==> src/rtl/uart_instr_assembler_if.sv <==
// Bundle between the UART receive byte engine, the framer and the Core
// instruction port. The byte engine side drives rx_*; the framer drives the
// instruction/error side.
interface uart_instr_assembler_if;
  logic        rx_valid;
  logic [7:0]  rx_data;
  logic        rx_err;
  logic        instr_valid;
  logic [15:0] instr;
  logic        frame_err;
  logic [7:0]  err_count;
  logic        busy;

  // Byte source / instruction consumer side (e.g. a testbench or wrapper)
  modport master (
    output rx_valid,
    output rx_data,
    output rx_err,
    input  instr_valid,
    input  instr,
    input  frame_err,
    input  err_count,
    input  busy
  );

  // Framer side
  modport slave (
    input  rx_valid,
    input  rx_data,
    input  rx_err,
    output instr_valid,
    output instr,
    output frame_err,
    output err_count,
    output busy
  );
endinterface

==> src/rtl/uart_instr_assembler.sv <==
// Byte-to-instruction framer. Hunts for SYNC_BYTE, then collects HI, LO and
// an XOR checksum. Good frames produce a one-cycle instr_valid pulse with the
// 16-bit instruction; corrupt, aborted (rx_err) or stalled (timeout) frames
// produce a one-cycle frame_err pulse and bump a saturating error counter.
// Every output is a flop so the Core sees clean, glitch-free strobes.
module uart_instr_assembler #(
  parameter logic [7:0] SYNC_BYTE      = 8'hA5,
  parameter int         TIMEOUT_CYCLES = 50000   // must be >= 2
) (
  input  logic                  clock,
  input  logic                  reset_n,
  uart_instr_assembler_if.slave bus
);

  localparam int CNT_W = $clog2(TIMEOUT_CYCLES);
  // Idle-counter value at which a further idle cycle abandons the frame.
  localparam logic [CNT_W-1:0] TO_LAST = CNT_W'(TIMEOUT_CYCLES - 1);

  typedef enum logic [1:0] {
    HUNT     = 2'd0,
    WAIT_HI  = 2'd1,
    WAIT_LO  = 2'd2,
    WAIT_CHK = 2'd3
  } state_t;

  state_t           state_q, state_d;
  logic [7:0]       hi_q, hi_d;
  logic [7:0]       lo_q, lo_d;
  logic [15:0]      instr_q, instr_d;
  logic             instr_valid_q, instr_valid_d;
  logic             frame_err_q, frame_err_d;
  logic [7:0]       err_count_q, err_count_d;
  logic [CNT_W-1:0] cnt_q, cnt_d;
  logic             busy_q, busy_d;

  // A byte only counts when the byte engine did not flag it as corrupt.
  logic byte_ok;
  // Set whenever the current frame is being thrown away with an error.
  logic drop;

  assign byte_ok = bus.rx_valid & ~bus.rx_err;

  // Register all state and outputs; reset is asynchronous to kill a partial
  // frame immediately.
  always_ff @(posedge clock or negedge reset_n) begin
    if (!reset_n) begin
      state_q       <= HUNT;
      hi_q          <= 8'h00;
      lo_q          <= 8'h00;
      instr_q       <= 16'h0000;
      instr_valid_q <= 1'b0;
      frame_err_q   <= 1'b0;
      err_count_q   <= 8'h00;
      cnt_q         <= '0;
      busy_q        <= 1'b0;
    end else begin
      state_q       <= state_d;
      hi_q          <= hi_d;
      lo_q          <= lo_d;
      instr_q       <= instr_d;
      instr_valid_q <= instr_valid_d;
      frame_err_q   <= frame_err_d;
      err_count_q   <= err_count_d;
      cnt_q         <= cnt_d;
      busy_q        <= busy_d;
    end
  end

  // Next-state, byte capture, checksum decision, timeout and error bookkeeping.
  always_comb begin
    state_d       = state_q;
    hi_d          = hi_q;
    lo_d          = lo_q;
    instr_d       = instr_q;
    instr_valid_d = 1'b0;
    frame_err_d   = 1'b0;
    err_count_d   = err_count_q;
    cnt_d         = cnt_q;
    drop          = 1'b0;

    if (bus.rx_err) begin
      // A line error always wins, even over a checksum byte in the same cycle.
      // In HUNT there is no frame to lose, so it is silent there.
      state_d = HUNT;
      drop    = (state_q != HUNT);
    end else if (bus.rx_valid) begin
      // A real byte always beats a timeout that would fire this cycle.
      unique case (state_q)
        HUNT: begin
          if (bus.rx_data == SYNC_BYTE) begin
            state_d = WAIT_HI;
          end
        end
        WAIT_HI: begin
          // A sync-valued byte here is data; no resynchronisation.
          hi_d    = bus.rx_data;
          state_d = WAIT_LO;
        end
        WAIT_LO: begin
          lo_d    = bus.rx_data;
          state_d = WAIT_CHK;
        end
        WAIT_CHK: begin
          if (bus.rx_data == (hi_q ^ lo_q)) begin
            instr_d       = {hi_q, lo_q};
            instr_valid_d = 1'b1;
          end else begin
            drop = 1'b1;
          end
          state_d = HUNT;
        end
        default: state_d = HUNT;
      endcase
    end else if ((state_q != HUNT) && (cnt_q == TO_LAST)) begin
      // Sender stalled mid-frame for too long.
      state_d = HUNT;
      drop    = 1'b1;
    end

    if (drop) begin
      frame_err_d = 1'b1;
      if (err_count_q != 8'hFF) begin
        err_count_d = err_count_q + 8'd1;
      end
    end

    // Idle counter: zero in HUNT and after each accepted byte, otherwise it
    // counts the empty cycles since the last byte of the frame.
    if ((state_d == HUNT) || byte_ok) begin
      cnt_d = '0;
    end else begin
      cnt_d = cnt_q + CNT_W'(1);
    end
  end

  // busy mirrors the registered state so it drops with the final pulse.
  always_comb begin
    busy_d = (state_d != HUNT);
  end

  assign bus.instr_valid = instr_valid_q;
  assign bus.instr       = instr_q;
  assign bus.frame_err   = frame_err_q;
  assign bus.err_count   = err_count_q;
  assign bus.busy        = busy_q;

endmodule

==> src/flat_wrapper.sv <==
// flat-port wrapper written by rule: the top's interface ports become plain ports
module uart_instr_assembler_flat 
#(
  parameter logic [7:0] SYNC_BYTE      = 8'hA5,
  parameter int         TIMEOUT_CYCLES = 50000                  
)
  (clock, reset_n, bus_rx_valid, bus_rx_data, bus_rx_err, bus_instr_valid, bus_instr, bus_frame_err, bus_err_count, bus_busy);
  uart_instr_assembler_if bus_i ();
  input  logic clock;
  input  logic reset_n;
  input wire logic [$bits(bus_i.rx_valid)-1:0] bus_rx_valid;
  input wire logic [$bits(bus_i.rx_data)-1:0] bus_rx_data;
  input wire logic [$bits(bus_i.rx_err)-1:0] bus_rx_err;
  output wire logic [$bits(bus_i.instr_valid)-1:0] bus_instr_valid;
  output wire logic [$bits(bus_i.instr)-1:0] bus_instr;
  output wire logic [$bits(bus_i.frame_err)-1:0] bus_frame_err;
  output wire logic [$bits(bus_i.err_count)-1:0] bus_err_count;
  output wire logic [$bits(bus_i.busy)-1:0] bus_busy;
  assign bus_i.rx_valid = bus_rx_valid;
  assign bus_i.rx_data = bus_rx_data;
  assign bus_i.rx_err = bus_rx_err;
  assign bus_instr_valid = bus_i.instr_valid;
  assign bus_instr = bus_i.instr;
  assign bus_frame_err = bus_i.frame_err;
  assign bus_err_count = bus_i.err_count;
  assign bus_busy = bus_i.busy;
  uart_instr_assembler #(.SYNC_BYTE(SYNC_BYTE), .TIMEOUT_CYCLES(TIMEOUT_CYCLES)) u_core (.clock(clock), .reset_n(reset_n), .bus(bus_i));
endmodule
==> config.mk <==
export PLATFORM = sky130hd
export DESIGN_NAME = uart_instr_assembler_flat
export DESIGN_NICKNAME = d
export VERILOG_FILES = /design/src/rtl/uart_instr_assembler_if.sv /design/src/rtl/uart_instr_assembler.sv /design/src/flat_wrapper.sv
export SDC_FILE = /design/constraint.sdc
export NUM_CORES = 1
export LEC_CHECK = 0
export ABC_AREA = 1
export CAP_MARGIN = 15
export CELL_PAD_IN_SITES_DETAIL_PLACEMENT = 0
export CELL_PAD_IN_SITES_GLOBAL_PLACEMENT = 1
export CORE_UTILIZATION = 45
export CTS_BUF_LIST = sky130_fd_sc_hd__clkbuf_8
export CTS_CLUSTER_DIAMETER = 150
export DETAILED_ROUTE_END_ITERATION = 8
export GPL_TIMING_DRIVEN = 0
export PLACE_DENSITY = 0.84
export SKIP_CTS_REPAIR_TIMING = 1
export SYNTH_ARGS = -nofsm -noshare
export SYNTH_HDL_FRONTEND = slang
export SYNTH_SLANG_ARGS = --single-unit
==> constraint.sdc <==
create_clock -name clock -period 3.72 [get_ports clock]
set_clock_uncertainty 0.05 [all_clocks]
set_input_delay 0.744 -clock clock [delete_from_list [all_inputs] [get_ports clock]]
set_output_delay 0.744 -clock clock [all_outputs]
set_load 0.01 [all_outputs]
==> impl_metrics.env, run 1 <==
export IMPL_min_period_over_period=0.606
export IMPL_power_leakage_nw=1.84
export IMPL_required_ns=3.87
export IMPL_dp_slack_ns=1.09
export IMPL_ys_types=33
export IMPL_seq_power_share=0.481
export IMPL_fin_setup_tns_ns=0
export IMPL_clock_latency_ns=0.33
export IMPL_drtAntennaViolNets=0
export IMPL_final_nets=444
export IMPL_dieArea_um2=7290
export IMPL_drt_pass1_iter_count=4
export IMPL_syn_to_final_growth_pct=21.3
export IMPL_slew_headroom=0.535
export IMPL_ir_drop_uv=289
export IMPL_grt_max_degree=33
export IMPL_cts_tree="built"
export IMPL_status="finished, final reports clean"
export IMPL_wl_per_cell_um=12.4
export IMPL_die_x_um=85.4
export IMPL_num_fill_cells=639
export IMPL_crit_chain="clkdlybuf4s50_1 -> inv_1 -> nor2_2 -> nand2_1 -> clkbuf_1 -> nand2_1 -> o21ai_0"
export IMPL_ys_ff_latch=61
export IMPL_numClockSinks=61
export IMPL_final_max_slew_viol_count=0
export IMPL_initial_core_util=0.463
export IMPL_setup_slack_ns=1.47
export IMPL_die_height_um=85.4
export IMPL_yosys_top_cells_area="dfrtp_1, nand2_1, inv_1"
export IMPL_hold_viol=0
export IMPL_cp_num_buf_inv=3
export IMPL_fin_area_um2=3800
export IMPL_antenna_found_initial=0
export IMPL_utilization=0.562
export IMPL_rows=30
export IMPL_p_comb_frac=0.218
export IMPL_hp_class="in2async"
export IMPL_drive_gt1_frac=0.119
export IMPL_n_antenna_cell=0
export IMPL_synth_largest_area_cell="dfrtp_1"
export IMPL_syn_avg_cell_area_um2=8.34
export IMPL_root_buffer="clkbuf_8"
export IMPL_worst_pin_slew_ns=0.697
export IMPL_cpPeakStageDelay_ns=0.62
export IMPL_intPower_mw=1.17
export IMPL_max_freq_mhz=444
export IMPL_io_pins=39
export IMPL_regArea_um2=1530
export IMPL_setup_viol=0
export IMPL_first_global_vias=2358
export IMPL_cp_end_kind="flop"
export IMPL_yosysSeqAreaShare=0.488
export IMPL_fin_crit_ns=2.25
export IMPL_path_clk_slew_ns=0.07
export IMPL_drc=0
export IMPL_drv_cap=0
export IMPL_cpMostUsedCell="nand2_1"
export IMPL_via_count=2502
export IMPL_synthArstFlopShare=1.00
export IMPL_drtIter0Drc=85
export IMPL_syn_inst=375
export IMPL_cts_max_path_buffers=2
export IMPL_dpl_hpwl_mm=4.55
export IMPL_rsz0062_at_grt="no"
export IMPL_gp_congestion=0.803
export IMPL_vias_per_cell=4.91
export IMPL_worstSetupPathType="in2reg"
export IMPL_place_area_um2=3620
export IMPL_grt_overflow=0
export IMPL_critPathLaunchType="primary input"
export IMPL_io_buffers=38
export IMPL_slowest_stage="clkdlybuf4s50_1"
export IMPL_worst_ep_arrival_time_ns=2.41
export IMPL_grt_pass1_wl_mm=11.0
export IMPL_p_sw_mw=0.529
export IMPL_ys_flop_type="dfrtp_1"
export IMPL_cts_buffers=9
export IMPL_clockPowerShare=0.301
export IMPL_powerDensity_nw_per_um2=448
export IMPL_routed_wl_mm=6.32
export IMPL_synth_top_cell_area_share=0.488
export IMPL_multi_input_area_um2=1370
export IMPL_grt_usage=0.197
export IMPL_path_delay_family="buffers and inverters"
export IMPL_htreeDepth=3
export IMPL_path_max_fanout=10
export IMPL_core_um2=6760
export IMPL_ys_warn_count=0
export IMPL_syn_area_um2=3130
export IMPL_switching_share=0.311
export IMPL_syn_nets=394
export IMPL_synth_edf_count=0
## routing by layer
| metal | vias up | share of wire | global-route usage |
|---|---|---|---|
| met1 | 1168 | 0.51 | 0.278 |
| met5 | - | 0 | 0 |
| li1 | 1294 | - | - |
| met4 | 0 | 0.017 | 0.0864 |
| met2 | 29 | 0.44 | 0.295 |
| met3 | 11 | 0.028 | 0.0389 |
## stage by stage
stage                     power (mW)  instances  hold slack (ns)
final                           1.70        510            0.401
after global routing            1.81        510            0.454
after CTS                       1.72        510            0.417
after detailed placement        1.20        494            0.428
after global placement          1.19        493            0.423
after floorplan                 1.06        375            0.398
## registers in the layout, summed over array words and instances, names as in the netlist
name	flops
u_core.bus.busy	1
u_core.bus.err_count	8
u_core.bus.frame_err	1
u_core.bus.instr	16
u_core.bus.instr_valid	1
u_core.cnt_q	16
u_core.hi_q	8
u_core.lo_q	8
u_core.state_q	2
## synthesized netlist by cell type, types with 3 or more instances
cell / number
nand2_1: 116
dfrtp_1: 61
inv_1: 46
nor2_1: 16
o21ai_0: 16
o21ai_1: 16
nand4_1: 15
nand3_1: 14
nor2_2: 14
xor2_1: 13
ha_1: 7
inv_2: 4
nand2_2: 4
nor4_1: 4
xnor2_1: 4
buf_2: 3
nor3_1: 3
## power groups by stage
| stage | registers, mW | logic [mW] | clock network (mW) |
|---|---|---|---|
| floorplan | 0.825 | 0.240 | 0 |
| global placement | 0.828 | 0.364 | 0 |
| detailed placement | 0.828 | 0.373 | 0 |
| CTS | 0.818 | 0.375 | 0.526 |
| global route | 0.829 | 0.427 | 0.553 |
| finish | 0.818 | 0.371 | 0.511 |
## path summary, 6_finish.rpt
check | start | endpoint | slack (ns) | cells after the start
min in group clock | u_core.bus.instr[2] | u_core.bus.instr[2] | 0.44 | 2
setup / recovery | bus_rx_valid | u_core.hi_q[7] | 1.47 | 7
setup reg to reg | u_core.state_q[0] | u_core.bus.err_count[2] | 1.84 | 12
hold reg to reg | u_core.bus.instr[2] | u_core.bus.instr[2] | 0.44 | 2
hold / removal | reset_n | u_core.bus.instr[10] | 0.40 | 1
max in group asynchronous | reset_n | u_core.bus.err_count[3] | 2.61 | 2
## final cells by class
type	instances	share of cell area
Timing Repair Buffer	39	0.104
Tap cell	80	0.0264
Sequential cell	61	0.402
Buffer	6	0.0112
Clock inverter	5	0.00527
Multi-Input combinational cell	258	0.362
Inverter	50	0.0494
Clock buffer	11	0.0399
## cells in the final DEF (no fill, tap or decap), types with 13 or more instances in the layout
cell type        Yosys  layout
dfrtp_1             61      61
nor2_1              16      16
clkdlybuf4s50_1      0      37
inv_1               46      50
nor2_2              14      14
xor2_1              13      13
o21ai_1             16      16
o21ai_0             16      16
nand2_1            116     116
nand4_1             15      15
nand3_1             14      14
## cells by family (layout without fill, tap and decap cells)
| family | after synthesis | after routing | share of synthesized area |
|---|---|---|---|
| AO/OA/AOI/OAI | 38 | 38 | 0.0676 |
| buffers and inverters | 56 | 111 | 0.0736 |
| XOR/XNOR | 17 | 17 | 0.0476 |
| flip-flops | 61 | 61 | 0.488 |
| adder cells (fa/ha/maj) | 7 | 7 | 0.0280 |
| AND/OR/NAND/NOR | 196 | 196 | 0.295 |
Power figures use the tool's default switching activity.
==> run 2, diff against run 1 <==
Settings changed: CORE_UTILIZATION 45 to 43, PLACE_DENSITY 0.84 to 0.81.
Clock period 3.72 ns to 2.3 ns, I/O delays scaled along.
==> run 2 against run 1 <==
Sequential share of layout area down 0.35 points. Critical endpoint unchanged. Clock power rose by 53%. Cell count is 3.3% higher. Total power increased by 60%. Sequential power is 61% higher. Global-route usage hardly changed. Via count grew 1.0%. Hold slack got worse by 0.38 ns. Clock-buffer cell count down 2. Register-to-register slack got worse by 1.4 ns.
==> impl_metrics.env, run 2 (synthesis gave the netlist of run 1 again) <==
export IMPL_status="finished, final reports clean"
export IMPL_root_buffer="clkbuf_8"
export IMPL_layout_common_cells="nand2_1, dfrtp_1, inv_1"
export IMPL_wl_per_cell_um=12.3
export IMPL_clock_latency_ns=0.34
export IMPL_fin_area_um2=3830
export IMPL_place_area_um2=3670
export IMPL_worstSetupPathType="in2reg"
export IMPL_max_freq_mhz=510
export IMPL_cp_end_kind="flop"
export IMPL_min_period_over_period=0.853
export IMPL_reg2reg_from="u_core.state_q[0]"
export IMPL_r2r_cells=13
export IMPL_n_antenna_cell=0
export IMPL_die_x_um=87.3
export IMPL_io_buffers=38
export IMPL_met2_length_mm=2.88
export IMPL_drtAntennaViolNets=0
export IMPL_clockPowerShare=0.289
export IMPL_grt_overflow=0
export IMPL_via_count=2527
export IMPL_numClockSinks=61
export IMPL_cts_buffers=9
export IMPL_drv_cap=0
export IMPL_endpoint="u_core.hi_q[7]"
export IMPL_io_pins=39
export IMPL_htreeDepth=3
export IMPL_critPathLaunchType="primary input"
export IMPL_wl_met1_mm=3.23
export IMPL_dpl_cell_count=511
export IMPL_fin_crit_ns=1.96
export IMPL_antenna_found_initial=0
export IMPL_dpl_hpwl_mm=4.84
export IMPL_path_clk_slew_ns=0.07
export IMPL_worst_pin_slew_ns=0.472
export IMPL_grt_pass1_wl_mm=11.3
export IMPL_intPower_mw=1.84
export IMPL_required_ns=2.45
export IMPL_rrSetupSlack_ns=0.42
export IMPL_drt_pass1_iter_count=4
export IMPL_holdWs_ns=0.0181
export IMPL_grt_usage=0.196
export IMPL_die_height_um=87.3
export IMPL_initial_core_util=0.453
export IMPL_switching_share=0.322
export IMPL_finalNonFillerCells=527
export IMPL_vias_per_cell=4.80
export IMPL_drtIter0Drc=118
export IMPL_final_common_cell="nand2_1"
export IMPL_cts_max_path_buffers=2
export IMPL_final_max_slew_viol_count=0
export IMPL_syn_to_final_growth_pct=22.4
export IMPL_p_sw_mw=0.875
export IMPL_ir_drop_uv=352
export IMPL_seq_power_share=0.487
export IMPL_fin_setup_tns_ns=0
export IMPL_setup_viol=0
export IMPL_first_global_vias=2416
export IMPL_routed_wl_mm=6.47
export IMPL_route_top_layer_used="met4"
export IMPL_drc=0
export IMPL_core_um2=6910
export IMPL_gp_congestion=0.747
export IMPL_p_comb_frac=0.224
export IMPL_path_max_fanout=10
export IMPL_rr_endpoint="u_core.cnt_q[11]"
export IMPL_rows=30
export IMPL_drive_gt1_frac=0.128
export IMPL_dr_wl_met3_um=235
export IMPL_slew_headroom=0.685
export IMPL_worst_ep_arrival_time_ns=2.12
export IMPL_final_nets=445
export IMPL_hp_class="in2async"
export IMPL_grt_max_degree=22
export IMPL_powerDensity_nw_per_um2=709
export IMPL_dieArea_um2=7620
export IMPL_hold_viol=0
export IMPL_power_leakage_nw=1.84
export IMPL_cp_startpoint="bus_rx_valid"
export IMPL_rsz0062_at_grt="no"
export IMPL_cts_tree="built"
export IMPL_utilization=0.555
run 2: cell types whose count changed in the layout (fill, tap and decap cells not counted), sizes merged:
cell | before | now
inv | 54 | 51
clkinv | 1 | 6
buf | 6 | 7
clkbuf | 13 | 11
run 2: how the worst min path moves through the flow:
| stage | start | end | slack (ns) |
|---|---|---|---|
| 2_1_floorplan | reset_n | u_core.bus.busy | 0.11 |
| 3_3_place_gp | u_core.bus.instr[2] | u_core.bus.instr[2] | 0.42 |
| 3_5_place_dp | reset_n | u_core.bus.instr_valid | 0.40 |
| 4_1_cts | reset_n | u_core.bus.instr_valid | 0.03 |
| 5_1_grt | reset_n | u_core.bus.instr_valid | 0.06 |
| 6_report | reset_n | u_core.bus.instr_valid | 0.02 |
run 2: final cells by class:
cell class	instances	area, µm²
Fill cell	704	3080
Sequential cell	61	1530
Tap cell	96	120
Multi-Input combinational cell	258	1370
Buffer	6	42.5
Clock inverter	7	33.8
Inverter	50	188
Clock buffer	9	124
Timing Repair Buffer	40	423
run 2: power groups by stage:
| stage | Sequential, mW | Combinational, mW | Clock (mW) |
|---|---|---|---|
| global route | 1.35 | 0.717 | 0.854 |
| finish | 1.32 | 0.608 | 0.784 |
| global placement | 1.34 | 0.591 | 0 |
| CTS | 1.32 | 0.617 | 0.814 |
| detailed placement | 1.34 | 0.614 | 0 |
| floorplan | 1.33 | 0.388 | 0 |
run 2: critical path: stages:
cell and delay [ns]:
clkdlybuf4s50_1 0.61, inv_1 0.13, nor2_2 0.18, nand2_1 0.24
clkbuf_1 0.31, nand2_1 0.10, o21ai_0 0.08
run 2: per-layer routing:
layer | up-vias | global-route usage
li1 | 1295 | -
met1 | 1178 | 0.273
met2 | 43 | 0.295
met3 | 11 | 0.0379
met4 | 0 | 0.0894
met5 | - | 0
run 2: stage by stage:
stage | total power [mW] | worst slack, ns
6_report | 2.72 | 0.338
5_1_grt | 2.92 | 0.106
4_1_cts | 2.75 | 0.302
3_5_place_dp | 1.95 | -0.0530
3_3_place_gp | 1.93 | -1.31
2_1_floorplan | 1.72 | 0.600
